[src/rtl/skid_pipe_reg.sv]
// skid_pipe_reg: two-entry (main + skid) handshaked pipeline register.
// in_ready, out_valid, out_data and count all come straight from flops.
// flush drops every held word; rst also clears the data registers.
module skid_pipe_reg #(
    parameter int DATA_W = 32
) (
    input  logic              clk,
    input  logic              rst,
    input  logic              flush,
    input  logic              in_valid,
    input  logic [DATA_W-1:0] in_data,
    output logic              in_ready,
    output logic              out_valid,
    output logic [DATA_W-1:0] out_data,
    input  logic              out_ready,
    output logic [1:0]        count
);

    // The state encoding equals the occupancy, so count can be loaded directly.
    localparam logic [1:0] ST_EMPTY = 2'b00;
    localparam logic [1:0] ST_ONE   = 2'b01;
    localparam logic [1:0] ST_TWO   = 2'b10;

    logic [1:0]        state_q, state_d;
    logic [DATA_W-1:0] main_q,  main_d;
    logic [DATA_W-1:0] skid_q,  skid_d;
    logic              in_ready_q;
    logic              out_valid_q;
    logic [1:0]        count_q;
    logic              in_xfer_s;
    logic              out_xfer_s;

    assign in_xfer_s  = in_valid  & in_ready_q;
    assign out_xfer_s = out_valid_q & out_ready;

    // Next-state and data-load selection; flush wins over every handshake.
    always_comb begin
        state_d = state_q;
        main_d  = main_q;
        skid_d  = skid_q;
        if (flush) begin
            state_d = ST_EMPTY;
        end else begin
            case (state_q)
                ST_EMPTY: begin
                    if (in_valid) begin
                        main_d  = in_data;
                        state_d = ST_ONE;
                    end else begin
                        state_d = ST_EMPTY;
                    end
                end
                ST_ONE: begin
                    if (in_xfer_s && out_xfer_s) begin
                        main_d  = in_data;
                        state_d = ST_ONE;
                    end else if (in_xfer_s) begin
                        skid_d  = in_data;
                        state_d = ST_TWO;
                    end else if (out_xfer_s) begin
                        state_d = ST_EMPTY;
                    end else begin
                        state_d = ST_ONE;
                    end
                end
                ST_TWO: begin
                    // in_ready is low here, so only the drain path can move.
                    if (out_ready) begin
                        main_d  = skid_q;
                        state_d = ST_ONE;
                    end else begin
                        state_d = ST_TWO;
                    end
                end
                default: begin
                    state_d = ST_EMPTY;
                end
            endcase
        end
    end

    // State, data and registered handshake outputs, all derived from state_d.
    always_ff @(posedge clk) begin
        if (rst) begin
            state_q     <= ST_EMPTY;
            main_q      <= {DATA_W{1'b0}};
            skid_q      <= {DATA_W{1'b0}};
            in_ready_q  <= 1'b1;
            out_valid_q <= 1'b0;
            count_q     <= 2'd0;
        end else begin
            state_q     <= state_d;
            main_q      <= main_d;
            skid_q      <= skid_d;
            in_ready_q  <= (state_d != ST_TWO);
            out_valid_q <= (state_d == ST_ONE) || (state_d == ST_TWO);
            count_q     <= state_d;
        end
    end

    assign in_ready  = in_ready_q;
    assign out_valid = out_valid_q;
    assign out_data  = main_q;
    assign count     = count_q;

endmodule

[config.mk]
export PLATFORM = sky130hd
export DESIGN_NAME = skid_pipe_reg
export DESIGN_NICKNAME = d
export VERILOG_FILES = /design/src/rtl/skid_pipe_reg.sv
export SDC_FILE = /design/constraint.sdc
export NUM_CORES = 1
export LEC_CHECK = 0
export CORE_UTILIZATION = 46
export CTS_CLUSTER_SIZE = 30
export DETAILED_ROUTE_END_ITERATION = 16
export DONT_BUFFER_PORTS = 1
export PLACE_DENSITY = 0.65
export SLEW_MARGIN = 20
export SYNTH_ARGS = -nofsm -noshare
export SYNTH_HDL_FRONTEND = slang
export SYNTH_SLANG_ARGS = --single-unit
[constraint.sdc]
create_clock -name clk -period 4.6 [get_ports clk]
set_clock_uncertainty 0.15 [all_clocks]
set_input_delay 0.69 -clock clk [delete_from_list [all_inputs] [get_ports clk]]
set_output_delay 0.69 -clock clk [all_outputs]
set_load 0.005 [all_outputs]
==> flow_summary_export.csv <==
group,metric,value,unit
cts,cts_max_level,3,
logic_synthesis,avgSynthCellArea,9.91,um^2
logic_synthesis,yosys-top-cells-area,"dfxtp_1 (43%), a211oi_2 (12%), mux2i_1 (10%)",
timing,finalSetupViolCount,0,
timing,setup_slack,2.26,ns
cts,cts_num_sinks,68,
setup_path,rrSetupSlack,2.26,ns
setup_path,critPathCaptureType,"flip-flop",
layout,fin_area,3300,um^2
floorplanning,die_w,85.4,um
timing,fin_tns_setup,0,ns
logic_synthesis,syn-instance-count,323,
logic_synthesis,synth_nets,363,
setup_path,path_class,"flip-flop to flip-flop",
power_and_ir_drop,p_sw,314,uW
detailed_routing,routedWlPerCell,20.6,um
power_and_ir_drop,internal_power,865,uW
cts,clock_path_buffers,2,
power_and_ir_drop,powerDensity,357,nW/um^2
detailed_routing,avgViaCountPerCell,6.32,
cts,ctsResizeCount,0,
logic_synthesis,yosys-top-cells-count,"dfxtp_1 (68), a211oi_1 (34), mux2i_1 (33)",
timing,finalMaxSlewViolations,0,
grt,grt-ovfl-total,0,
place,placement.io_buffers,0,
min_path,hp-class,"input pin to flip-flop",
status,outcome,"completed",
grt,groute.usage.overall,22.2,%
detailed_routing,routed_wl,7.90,mm
floorplanning,num_rows,30,
timing,min_period,2.34,ns
logic_synthesis,yosys.area.top_type_share,42.5,%
timing,worst_pin_slew,1.12,ns
place,gp_congestion,0.762,
floorplanning,die_h,85.4,um
place,placed_area,3130,um^2
logic_synthesis,yosysWarnings,0,
cts,cts_tree,"yes",
detailed_routing,post-route-drc-count,0,
setup_path,worstPathMaxFanout,33,
layout,layout-drive-gt1-share,18.8,%
layout,insertedDiodeCount,0,
floorplanning,initial_core_util,47.4,%
logic_synthesis,synth_edf_count,0,
grt,grt_pass1_wl,12.4,mm
logic_synthesis,synth_largest_area_cell,"dfxtp_1",
power_and_ir_drop,power_switching_share,26.6,%
power_and_ir_drop,pwr-share-seq,54.1,%
detailed_routing,antenna_left,0,
cts,clk_pin_slew_worst_paths,0.07,ns
grt,antenna_found_initial,0,
logic_synthesis,ys_seq_area_share,42.5,%
layout,fin_nets,339,
cts,clk_latency,0.34,ns
timing,slew_headroom,25.7,%
timing,rsz0062_at_grt,"false",
detailed_routing,vias,2426,
floorplanning,core,6760,um^2
logic_synthesis,yosysMostFrequentCell,"dfxtp_1",
timing,timing.fmax,426,MHz
logic_synthesis,ys_async_sr_fraction,0,%
job,drv_cap,0,
floorplanning,ios,73,
timing,post-route-period-util,51.0,%
logic_synthesis,synth_seq_cells,68,
place,dp_hpwl,4.76,mm
power_and_ir_drop,combPwrFrac,9.9,%
cts,postCtsSetupBuffers,0,
floorplanning,die-area,7300,um^2
timing,hold_viol,0,
layout,area_growth,3.01,%
logic_synthesis,ys.flop_type,"dfxtp_1",
power_and_ir_drop,power_leakage,0.00124,uW
layout,n_fill_cell,662,
detailed_routing,drt_iter0_drc,198,
cts,hold_buffers,0,
grt,first_global_vias,2305,
place,post-place-ws,2.00,ns
power_and_ir_drop,peakVddDrop,146,uV
grt,grt_max_degree,69,
cts,cts-root-buf,"clkbuf_8",
power_and_ir_drop,clkPwrFrac,36.0,%
cts,numCtsBuffers,9,
logic_synthesis,ys_types,28,
setup_path,critPathArrivalTime,2.40,ns
setup_path,cp.required,4.65,ns
detailed_routing,drt_pass1_iterations,4,
logic_synthesis,synth_area,3200,um^2
setup_path,start_kind,"flip-flop",
sequential cells by signal (all words and copies together) (netlist names):
register   flops
out_valid      1
skid_q        32
count          2
out_data      32
in_ready       1
metal layers:
metal	vias up	track usage (%)	wire length, um
met5	-	0	0
met4	0	10.9	191
met3	15	6.71	560
met2	67	35.1	3780
met1	1175	27.4	3370
li1	1169	-	-
cell usage in the layout, fill, tap and decap left out, types with 3 or more instances in the layout:
cell	Yosys	layout
mux2i_1	33	33
o21ai_1	5	5
ha_1	3	3
o21ai_0	27	27
nand3_1	32	32
buf_4	2	4
a21oi_1	32	32
dfxtp_1	68	68
a211oi_1	34	34
a211oi_2	30	30
clkinv_2	0	6
clkbuf_8	0	10
through the flow:
step	total power (uW)	std cells	hold slack [ns]	util (%)
after global routing	1230	384	0.240	48.8
after CTS	1190	384	0.246	48.8
after global placement	765	368	0.302	46.3
final	1180	384	0.265	48.8
after floorplan	755	323	0.303	-
after detailed placement	768	368	0.309	46.3
final timing paths:
path / from / end / depth (start not counted)
setup / recovery: in_ready / out_data[26] / 5
hold / removal: rst / skid_q[8] / 1
setup reg to reg: in_ready / out_data[26] / 5
hold reg to reg: skid_q[3] / skid_q[3] / 2
cell type report:
| cell class | count | area [um^2] | share of cell area [%] |
|---|---|---|---|
| repair buffers | 4 | 30.0 | 0.911 |
| flip-flops and latches | 68 | 1360 | 41.3 |
| multi-input cells | 215 | 1630 | 49.6 |
| clock inverters | 6 | 30.0 | 0.911 |
| inverters | 1 | 3.75 | 0.114 |
| clock buffers | 10 | 138 | 4.17 |
| well taps | 80 | 100 | 3.04 |
critical path: stages, from the launching register on:
cell and delay [ns]:
dfxtp_1 0.39, and2_1 0.18, ha_1 0.17, mux2_2 0.60
a21o_4 0.55, a211oi_1 0.14
cells by family (layout without fill, tap and decap cells):
group | after synthesis | count (layout) | share of synthesized area (%)
compound gates | 131 | 131 | 30.6
fa+ha+maj | 3 | 3 | 1.17
buf+inv | 40 | 21 | 6.72
flops | 68 | 68 | 42.5
mux | 34 | 34 | 10.7
simple gates | 47 | 47 | 8.25
power groups by stage:
stage	Sequential (uW)	Clock [uW]	Combinational [uW]
after detailed placement	652	0	116
after global placement	651	0	114
final	638	424	117
after floorplan	642	0	113
after global routing	640	467	128
after CTS	638	436	117
Power figures use the tool's default switching activity.
